File: config.mk
export PLATFORM = sky130hd
export DESIGN_NAME = tlb
export DESIGN_NICKNAME = d
export VERILOG_FILES = /design/src/rtl/tlb_pkg.sv /design/src/rtl/tlb_lru.sv /design/src/rtl/tlb.sv
export SDC_FILE = /design/constraint.sdc
export NUM_CORES = 1
export LEC_CHECK = 0
export BUFFER_PORTS_ARGS = -buffer_cell sky130_fd_sc_hd__buf_2
export CAP_MARGIN = 20
export CORE_ASPECT_RATIO = 1.5
export CORE_MARGIN = 5
export CORE_UTILIZATION = 50
export CTS_BUF_LIST = sky130_fd_sc_hd__clkbuf_8 sky130_fd_sc_hd__clkbuf_16
export CTS_CLUSTER_SIZE = 28
export DETAILED_ROUTE_END_ITERATION = 6
export PLACE_DENSITY = 0.77
export REMOVE_ABC_BUFFERS = 1
export SLEW_MARGIN = 40
export SYNTH_ARGS = -nofsm -noshare
export SYNTH_HDL_FRONTEND = slang
export SYNTH_SLANG_ARGS = --single-unit
File: constraint.sdc
create_clock -name clk -period 4.71 [get_ports clk]
set_input_delay 0.942 -clock clk [delete_from_list [all_inputs] [get_ports clk]]
set_output_delay 0.942 -clock clk [all_outputs]
set_load 0.02 [all_outputs]
File: src/rtl/tlb_pkg.sv
// Shared types and constants for the TLB: FSM states, PTE bit positions and
// the dirty/ref field layout used on the page-table write-back path.
package tlb_pkg;

   typedef enum logic [1:0] {
      IDLE = 2'd0,
      WB   = 2'd1,
      WALK = 2'd2,
      RESP = 2'd3
   } state_t;

   localparam int PTE_VALID = 31;
   localparam int PTE_DIRTY = 30;
   localparam int PTE_REF   = 29;

   localparam int DR_DIRTY = 1;
   localparam int DR_REF   = 0;

endpackage

File: src/rtl/tlb_lru.sv
// Age-based LRU for the TLB. Ages form a permutation of 0..ENTRIES-1, so the
// oldest entry is always the one whose age equals ENTRIES-1.
module tlb_lru
   import tlb_pkg::*;
#(
   parameter int ENTRIES = 4,
   localparam int IDX_W = $clog2(ENTRIES)
) (
   input  logic             clk,
   input  logic             reset,
   input  logic             touch_en,
   input  logic [IDX_W-1:0] touch_idx,
   output logic [IDX_W-1:0] victim_idx
);

   logic [IDX_W-1:0] age [ENTRIES];

   always_ff @(posedge clk) begin
      if (reset) begin
         for (int i = 0; i < ENTRIES; i++) age[i] <= IDX_W'(i);
      end else if (touch_en) begin
         for (int i = 0; i < ENTRIES; i++) begin
            if (IDX_W'(i) == touch_idx)
               age[i] <= '0;
            else if (age[i] < age[touch_idx])
               age[i] <= age[i] + 1'b1;
         end
      end
   end

   always_comb begin
      victim_idx = '0;
      for (int i = 0; i < ENTRIES; i++) begin
         if (age[i] == IDX_W'(ENTRIES - 1)) victim_idx = IDX_W'(i);
      end
   end

endmodule

File: src/rtl/tlb.sv
// Fully associative TLB with write-back of dirty/ref bits on eviction and a
// single-request page-table walk on a miss.
module tlb
   import tlb_pkg::*;
#(
   parameter int ENTRIES = 4,
   parameter int VPN_W   = 6,
   parameter int PPN_W   = 2
) (
   input  logic             clk,
   input  logic             reset,
   input  logic             req_valid,
   input  logic [VPN_W-1:0] req_vpn,
   input  logic             req_write,
   output logic             req_ready,
   output logic             resp_valid,
   output logic [PPN_W-1:0] resp_ppn,
   output logic             resp_fault,
   output logic [VPN_W-1:0] pt_vpn,
   output logic [1:0]       pt_dirty_ref,
   output logic             pt_write,
   input  logic             pt_fault,
   input  logic [31:0]      pt_ppn
);

   localparam int IDX_W = $clog2(ENTRIES);

   state_t           state;
   logic             e_valid [ENTRIES];
   logic [VPN_W-1:0] e_vpn   [ENTRIES];
   logic [PPN_W-1:0] e_ppn   [ENTRIES];
   logic             e_dirty [ENTRIES];
   logic             e_ref   [ENTRIES];

   logic [VPN_W-1:0] lat_vpn;
   logic             lat_write;
   logic [IDX_W-1:0] vic_idx;

   logic             accept, hit, free_found, walk_fault;
   logic [IDX_W-1:0] hit_idx, free_idx, lru_victim, miss_idx;
   logic             touch_en;
   logic [IDX_W-1:0] touch_idx;
   logic             unused_pte;

   assign accept     = req_valid && req_ready;
   assign walk_fault = pt_fault || !pt_ppn[PTE_VALID];
   assign miss_idx   = free_found ? free_idx : lru_victim;
   // The page table owns the authoritative dirty/ref bits; a walk only needs the PPN.
   assign unused_pte = ^{pt_ppn[PTE_DIRTY], pt_ppn[PTE_REF], pt_ppn[PTE_REF-1:PPN_W]};

   always_comb begin
      hit        = 1'b0;
      hit_idx    = '0;
      free_found = 1'b0;
      free_idx   = '0;
      for (int i = ENTRIES - 1; i >= 0; i--) begin
         if (e_valid[i] && e_vpn[i] == req_vpn) begin
            hit     = 1'b1;
            hit_idx = IDX_W'(i);
         end
         if (!e_valid[i]) begin
            free_found = 1'b1;
            free_idx   = IDX_W'(i);
         end
      end
   end

   always_comb begin
      touch_en  = 1'b0;
      touch_idx = vic_idx;
      if (state == IDLE && accept && hit) begin
         touch_en  = 1'b1;
         touch_idx = hit_idx;
      end else if (state == WALK && !walk_fault) begin
         touch_en  = 1'b1;
      end
   end

   tlb_lru #(.ENTRIES(ENTRIES)) u_lru (
      .clk        (clk),
      .reset      (reset),
      .touch_en   (touch_en),
      .touch_idx  (touch_idx),
      .victim_idx (lru_victim)
   );

   always_ff @(posedge clk) begin
      if (reset) begin
         state        <= IDLE;
         req_ready    <= 1'b1;
         resp_valid   <= 1'b0;
         resp_ppn     <= '0;
         resp_fault   <= 1'b0;
         pt_vpn       <= '0;
         pt_dirty_ref <= '0;
         pt_write     <= 1'b0;
         lat_vpn      <= '0;
         lat_write    <= 1'b0;
         vic_idx      <= '0;
         for (int i = 0; i < ENTRIES; i++) begin
            e_valid[i] <= 1'b0;
            e_vpn[i]   <= '0;
            e_ppn[i]   <= '0;
            e_dirty[i] <= 1'b0;
            e_ref[i]   <= 1'b0;
         end
      end else begin
         case (state)
            IDLE: begin
               if (accept) begin
                  lat_vpn   <= req_vpn;
                  lat_write <= req_write;
                  req_ready <= 1'b0;
                  if (hit) begin
                     e_ref[hit_idx] <= 1'b1;
                     if (req_write) e_dirty[hit_idx] <= 1'b1;
                     resp_valid <= 1'b1;
                     resp_ppn   <= e_ppn[hit_idx];
                     resp_fault <= 1'b0;
                     state      <= RESP;
                  end else begin
                     vic_idx <= miss_idx;
                     if (e_valid[miss_idx]) begin
                        pt_vpn                 <= e_vpn[miss_idx];
                        pt_dirty_ref[DR_DIRTY] <= e_dirty[miss_idx];
                        pt_dirty_ref[DR_REF]   <= e_ref[miss_idx];
                        pt_write               <= 1'b1;
                        state                  <= WB;
                     end else begin
                        pt_vpn <= req_vpn;
                        state  <= WALK;
                     end
                  end
               end
            end
            WB: begin
               // Victim leaves the cache here so a faulting walk cannot resurrect it.
               e_valid[vic_idx] <= 1'b0;
               pt_write         <= 1'b0;
               pt_vpn           <= lat_vpn;
               state            <= WALK;
            end
            WALK: begin
               resp_valid <= 1'b1;
               if (walk_fault) begin
                  resp_fault <= 1'b1;
                  resp_ppn   <= '0;
               end else begin
                  resp_fault       <= 1'b0;
                  resp_ppn         <= pt_ppn[PPN_W-1:0];
                  e_valid[vic_idx] <= 1'b1;
                  e_vpn[vic_idx]   <= lat_vpn;
                  e_ppn[vic_idx]   <= pt_ppn[PPN_W-1:0];
                  e_ref[vic_idx]   <= 1'b1;
                  e_dirty[vic_idx] <= lat_write;
               end
               state <= RESP;
            end
            RESP: begin
               resp_valid <= 1'b0;
               req_ready  <= 1'b1;
               state      <= IDLE;
            end
            default: state <= IDLE;
         endcase
      end
   end

endmodule

Word-level counts from Yosys, hierarchy flattened
Memory sizes are Yosys's and may differ from the RTL's. A register that Yosys moved wholly into a read port is not among the register bits.
Index checks and enable logic that the tools add are counted.
Widths: inputs -> output; s select.
Cells by class
  $lt $le $gt $ge: 4
  muxes and demuxes: 134
  equality and inequality tests: 17
  $add $sub $neg: 4
  reduce and logical (&&, ||, !) cells: 32
  bitwise operators: 10
Operator list (count)
  $mux 1: 89
  $mux 2: 34
  $eq 6x6->1: 4
  $mux 6: 4
  $pmux 6 s2: 1
  $reduce_and 3->1: 4
  $eq 2x2->1 const B: 5
  $or 1x1->1: 9
  $add 2x1->2 const B: 4
  $logic_and 1x1->1: 8
  $lt 2x2->1: 4
  $pmux 2 s4: 1
  $reduce_and 4->1: 2
  $ne 2x2->1 const B: 3
  $pmux 1 s2: 3
  $reduce_bool 2->1: 3
  $reduce_or 6->1: 1
  $reduce_or 1->1: 5
  $eq 2x2->1 const A: 2
  $logic_not 2->1: 2
  $pmux 2 s2: 1
  $reduce_and 2->1: 2
  $pmux 1 s3: 1
  $reduce_bool 3->1: 1
  other kinds (7): 8
Word-level totals
  flip-flop bits (word level): 23
  memories kept: 6
  bits in writable memories: 52
  logic and storage cells: 217
  input port bits: 43
  output and inout port bits: 14
Memories
  e_vpn: depth 4, width 6, rd ports 5, clocked after Yosys merged registers in 0, wr ports 4, line tlb.sv:30  | logic [VPN_W-1:0] e_vpn [ENTRIES];
  e_ppn: depth 4, width 2, rd ports 1, clocked after Yosys merged registers in 0, wr ports 4, line tlb.sv:31  | logic [PPN_W-1:0] e_ppn [ENTRIES];
  u_lru.age: depth 4, width 2, rd ports 5, clocked after Yosys merged registers in 0, wr ports 4, line tlb_lru.sv:16  | logic [IDX_W-1:0] age [ENTRIES];
  e_dirty: depth 4, width 1, rd ports 1, clocked after Yosys merged registers in 1, wr ports 4, line tlb.sv:32  | logic e_dirty [ENTRIES];
  e_ref: depth 4, width 1, rd ports 1, clocked after Yosys merged registers in 1, wr ports 4, line tlb.sv:33  | logic e_ref [ENTRIES];
  e_valid: depth 4, width 1, rd ports 5, clocked after Yosys merged registers in 0, wr ports 4, line tlb.sv:29  | logic e_valid [ENTRIES];

Logic depth before layout (Yosys ltp)
An unclocked memory read counts as a cell.
  depth after elaboration: 17
  mapped depth: 12
  gate-level depth less buffers: 11

Modules after synthesis
From an unflattened synthesis, not the netlist that was laid out.
Unflattened totals
  cell total of the unflattened synthesis: 433
  area total of the unflattened synthesis: 4519.3 um^2
Modules (own cells, without submodules)
  tlb: sequential area each 1821.7 um^2, area each 3769.9 um^2, times used 1, cells an instance 363
  tlb_lru: sequential area each 240.2 um^2, area each 749.5 um^2, times used 1, cells an instance 70

Least setup slack after synthesis
No wires, ideal clock.
  path kind: in2reg
  start: in req_vpn[2]
  end: mem u_lru.age[1][0] in the netlist's numbering (enable)
  buffers on the path: 1
  library setup time: 325 ps
  arrival: 3385 ps
  data required time: 4385 ps
  stages: 9
  path slack: 1001 ps
  cell sequence: buf_4 xor2_1 or4_1 a21oi_4 a2bb2oi_2 nand2_1 a32oi_4 or3b_2 a41oi_1
RTL lines
  start, declared: line tlb.sv:13  | input logic [VPN_W-1:0] req_vpn,
  end, declared: line tlb_lru.sv:16

==> results.txt <==
The static leakage power came out at 1.87 nW. The mapped cell area is 4480 µm². The total of hold buffers inserted after clock tree synthesis is 0. The TritonCTS clock tree is yes. The met2 track demand over resource came out at 37.4%.

Among all flip-flop cells after synthesis, the most frequent one is sky130_fd_sc_hd__edfxtp_1. The clock-pin slew of the registers on the worst-case setup and hold paths is 60 ps. The cell-internal power came out at 1.24 mW.

The highest net fanout along the worst path is 6. Counting cells, the worst reg-to-reg path comes to 9. The number of buffers inserted during clock tree synthesis came out at 9. The worst slew margin relative to its limit is 47.6%.

The worst register-to-register path has a setup slack of 1240 ps. The number of distinct library cell variants in the gate-level netlist after synthesis is 64. For this run, global-route usage on met1 was measured as 22.6%.

The count of cells resized by post-cts repair is 0. The transition time at the pin with the least slew margin is 778 ps. The clock sink count came out at 77. The data arrival time of the critical path came out at 3850 ps. The max-slew violation total from the final report came out at 0. The standard cell core area is 8780 µm². Of the total power, the clock network draws 39.1%. For the worst setup path, the data required time is 4730 ps. The maximum operating frequency is 261 MHz.

The global router's overall resource usage is 20.8%. The post-DP HPWL came out at 7920 µm. After the last flow step, the layout net total stands at 528. The final layout contains routed wiring with a total length of 10800 µm. Of all flip-flops after synthesis, the portion carrying an async set or reset was 0%. The area share of the largest cell type after synthesis is 34.8%. The highest ir drop seen on vdd came out at 0.195 mV. The tree is rooted in a sky130_fd_sc_hd__clkbuf_16. The number of buffers inserted by post-CTS setup repair is 0. The first global-routing pass estimated 17700 µm of wire.

The tightest min-delay check is of the register to register type. The shortest period the worst path allows came out at 3830 ps. The total overflow reported by the global router is 0.

Setup total negative slack on the finished layout was measured at 0 ps. The switching portion of total power came out at 26.2%. The die outline area is 11000 µm². The die width came out at 87.3 µm. In the final routed layout, each cell accounts on average for 18.3 µm.

The total power per unit cell area is 338 nW/µm². The synthesis-to-layout area growth came out at 10.8%. The total I/O pin count is 57. The category of the most critical setup path is input pin to register. The largest buffer count on any clock path came out at 2. The startpoint identified for the worst hold timing path is pt_vpn[1]$_SDFFE_PP0P_.

The count of warnings emitted by yosys came out at 0. The maximum number of pins on one net before global-route repair is 38. The part of the cycle the worst path needs came out at 81.3%. Buffers placed on the I/O ports in this run total 27. The final weighted congestion of routability-driven global placement came out at 0.852.

The total power of the final layout came out at 1.68 mW. The H-tree depth reported by CTS came out at 3. The remaining design rule violation count came out at 0. The post-route netlist has 14.1% of its cells at a drive strength greater than 1.

The worst register-to-register path ends at u_lru.age[1][0]$_SDFFCE_PN1P_. The path with the worst hold slack has its endpoint at pt_vpn[1]$_SDFFE_PP0P_. Sequential cells account for 46.8% of the total power.

For this run, the register share of the synthesized area comes to 46.0%. Clock latency on the worst-skew pair, taken at its later pin, is 340 ps. The number of max-cap violations came out at 0. The number of detailed-routing iterations run before antenna repair is 5. In this run the critical register-to-register path is launched from e_vpn[1][4]$_SDFFCE_PN0P_.

Synthesis produced a netlist whose cell count is 459. The switching power summed over all nets is 440 µW. The initial core utilization came out at 51.1%. The most area-hungry cell type in the Yosys netlist is sky130_fd_sc_hd__edfxtp_1. The vertical extent of the die came out at 126 µm. The nature of the critical path endpoint is a register. The run finished with clean final reports. In this run the most used layer during global routing was met2.

Yosys attributes the largest share of cell area to sky130_fd_sc_hd__edfxtp_1 (35%), sky130_fd_sc_hd__dfxtp_1 (11%), sky130_fd_sc_hd__nand2_1 (4.8%). The floorplan has 42 rows. The post-placement setup slack came out at 575 ps. Setup repair after global routing left no endpoint under its margin.

The final worst clock skew came out at 6.51 ps. The category of the worst setup path launch point is an input pin. The number of antenna violations at the first check in global routing came out at 0. The number of antenna diodes in the final layout is 0. The synthesized design contains 52 enable-type register cells. Per report_power, the combinational group accounts for 14.1% of the total. The layout has 757 filler cells. After the first detailed-routing iteration, the DRC count stood at 194.

The total count of hold-check failures in the final report came out at 0. The routing usage on met3 came out at 3.01%. The via density per instance is 5.91. The post-route worst setup slack came out at 882 ps. The depth of the worst hold-timing path came out at 2. The number of global-route vias before repair is 3657. The register bit count reported by yosys came out at 77.

The average cell area after synthesis is 9.77 µm². The count of antenna-violating nets left after detailed routing is 0. The routed layout has 3505 vias. Setup violations remaining at the end of the flow were counted as 0.
[synthesized netlist by cell type (3+ instances only)]
| library cell | count |
|---|---|
| sky130_fd_sc_hd__nand4_1 | 8 |
| sky130_fd_sc_hd__mux2i_1 | 17 |
| sky130_fd_sc_hd__a21oi_1 | 31 |
| sky130_fd_sc_hd__o211ai_1 | 6 |
| sky130_fd_sc_hd__edfxtp_1 | 52 |
| sky130_fd_sc_hd__nand2_1 | 57 |
| sky130_fd_sc_hd__xnor2_1 | 13 |
| sky130_fd_sc_hd__and2_1 | 24 |
| sky130_fd_sc_hd__or2_2 | 4 |
| sky130_fd_sc_hd__a211o_1 | 8 |
| sky130_fd_sc_hd__inv_1 | 12 |
| sky130_fd_sc_hd__nor2b_1 | 9 |
| sky130_fd_sc_hd__clkbuf_1 | 19 |
| sky130_fd_sc_hd__a21boi_0 | 3 |
| sky130_fd_sc_hd__nand2b_1 | 6 |
| sky130_fd_sc_hd__buf_6 | 5 |
| sky130_fd_sc_hd__dfxtp_1 | 25 |
| sky130_fd_sc_hd__and3_1 | 12 |
| sky130_fd_sc_hd__nor3_1 | 3 |
| sky130_fd_sc_hd__o21ai_0 | 21 |
| sky130_fd_sc_hd__a211oi_1 | 18 |
| sky130_fd_sc_hd__nand3_1 | 5 |
| sky130_fd_sc_hd__xor2_1 | 12 |
| sky130_fd_sc_hd__nor2_1 | 30 |
| sky130_fd_sc_hd__ha_1 | 7 |
| sky130_fd_sc_hd__a31oi_1 | 7 |
[power by group through the flow]
| stage | combinational [mW] | clock [mW] | sequential (mW) |
|---|---|---|---|
| after global routing | 0.260 | 0.697 | 0.790 |
| after floorplan | 0.143 | 0 | 0.802 |
| after detailed placement | 0.234 | 0 | 0.799 |
| after global placement | 0.226 | 0 | 0.797 |
| final | 0.237 | 0.658 | 0.786 |
| after CTS | 0.235 | 0.661 | 0.785 |
[cell families (layout without fill, tap and decap cells)]
kind of cell,Yosys count,count (layout),synth area share (%)
buffers and inverters,41,65,4.63
and+or+nand+nor,170,170,19.1
xor gates and xnor gates,25,25,4.88
AOI/OAI and AO/OA,119,119,18.9
muxes,18,18,4.13
DFF,77,77,46.0
adders and majority gates,9,9,2.40
[metrics by stage]
| stage | std cells | utilization, % | instance area, µm² | hold WS (ps) |
|---|---|---|---|---|
| after floorplan | 430 | - | 4320 | 431 |
| after global placement | 577 | 53.3 | 4680 | 436 |
| after detailed placement | 577 | 53.4 | 4680 | 443 |
| after CTS | 593 | 56.6 | 4960 | 450 |
| after global routing | 593 | 56.6 | 4970 | 476 |
| final | 593 | 56.6 | 4970 | 446 |
[metal layers]
| metal | share of wire [%] | vias to the layer above |
|---|---|---|
| met5 | 0 | - |
| met3 | 3.8 | 28 |
| met4 | 3.7 | 0 |
| met1 | 37 | 1669 |
| li1 | - | 1703 |
| met2 | 55 | 105 |
[registers in the layout, indices dropped and copies added (netlist names), 4 cells and up]
signal,cells
e_valid,4
e_vpn,24
e_ppn,8
pt_vpn,6
lat_vpn,6
e_dirty,4
e_ref,4
u_lru.age,8
[how the worst max path moves through the flow]
| stage | startpoint | endpoint | slack (ps) | cells after the start |
|---|---|---|---|---|
| finish | req_vpn[4] | u_lru.age[1][0]$_SDFFCE_PN1P_ | 880 | 10 |
| global route | req_vpn[4] | u_lru.age[1][0]$_SDFFCE_PN1P_ | 680 | 10 |
| CTS | req_vpn[4] | u_lru.age[1][1]$_SDFFCE_PN0P_ | 910 | 10 |
| detailed placement | req_vpn[4] | u_lru.age[1][0]$_SDFFCE_PN1P_ | 570 | 10 |
| global placement | req_vpn[4] | u_lru.age[1][0]$_SDFFCE_PN1P_ | 610 | 10 |
| floorplan | u_lru.age[2][0]$_SDFFCE_PN0P_ | pt_vpn[0]$_SDFFE_PP0P_ | 1120 | 10 |
[worst max-delay path: stages]
cell                      delay, ps
sky130_fd_sc_hd__buf_2          150
sky130_fd_sc_hd__xnor2_1        220
sky130_fd_sc_hd__nand4_1        150
sky130_fd_sc_hd__nor4_2         520
sky130_fd_sc_hd__o21ai_0        330
sky130_fd_sc_hd__o21ai_0        280
sky130_fd_sc_hd__a21oi_1        160
sky130_fd_sc_hd__a32oi_4        280
sky130_fd_sc_hd__or3b_2         490
sky130_fd_sc_hd__a41oi_1        310
[layout make-up]
cell class | instances | area (µm²) | area share [%]
inverters | 12 | 45.0 | 0.907
clock buffers | 9 | 225 | 4.53
clock inverters | 7 | 53.8 | 1.08
well taps | 110 | 138 | 2.77
multi-input cells | 341 | 2230 | 45.0
repair buffers | 37 | 210 | 4.23
flip-flops and latches | 77 | 2060 | 41.5
[layout by cell type (no fill, tap or decap), types with 4 or more instances in the layout]
cell,synthesis,layout
sky130_fd_sc_hd__nand2_1,57,57
sky130_fd_sc_hd__edfxtp_1,52,52
sky130_fd_sc_hd__a21oi_1,31,31
sky130_fd_sc_hd__nor2_1,30,30
sky130_fd_sc_hd__buf_2,1,27
sky130_fd_sc_hd__dfxtp_1,25,25
sky130_fd_sc_hd__and2_1,24,24
sky130_fd_sc_hd__o21ai_0,21,20
sky130_fd_sc_hd__a211oi_1,18,18
sky130_fd_sc_hd__inv_1,12,17
sky130_fd_sc_hd__mux2i_1,17,17
sky130_fd_sc_hd__xnor2_1,13,13
sky130_fd_sc_hd__and3_1,12,12
sky130_fd_sc_hd__xor2_1,12,12
sky130_fd_sc_hd__buf_4,1,10
sky130_fd_sc_hd__nor2b_1,9,9
sky130_fd_sc_hd__clkbuf_16,0,9
sky130_fd_sc_hd__nand4_1,8,8
sky130_fd_sc_hd__a211o_1,8,8
sky130_fd_sc_hd__a31oi_1,7,7
sky130_fd_sc_hd__ha_1,7,7
sky130_fd_sc_hd__nand2b_1,6,6
sky130_fd_sc_hd__o211ai_1,6,6
sky130_fd_sc_hd__nand3_1,5,5
sky130_fd_sc_hd__or2_2,4,4
(Power assumes the default switching activity.)
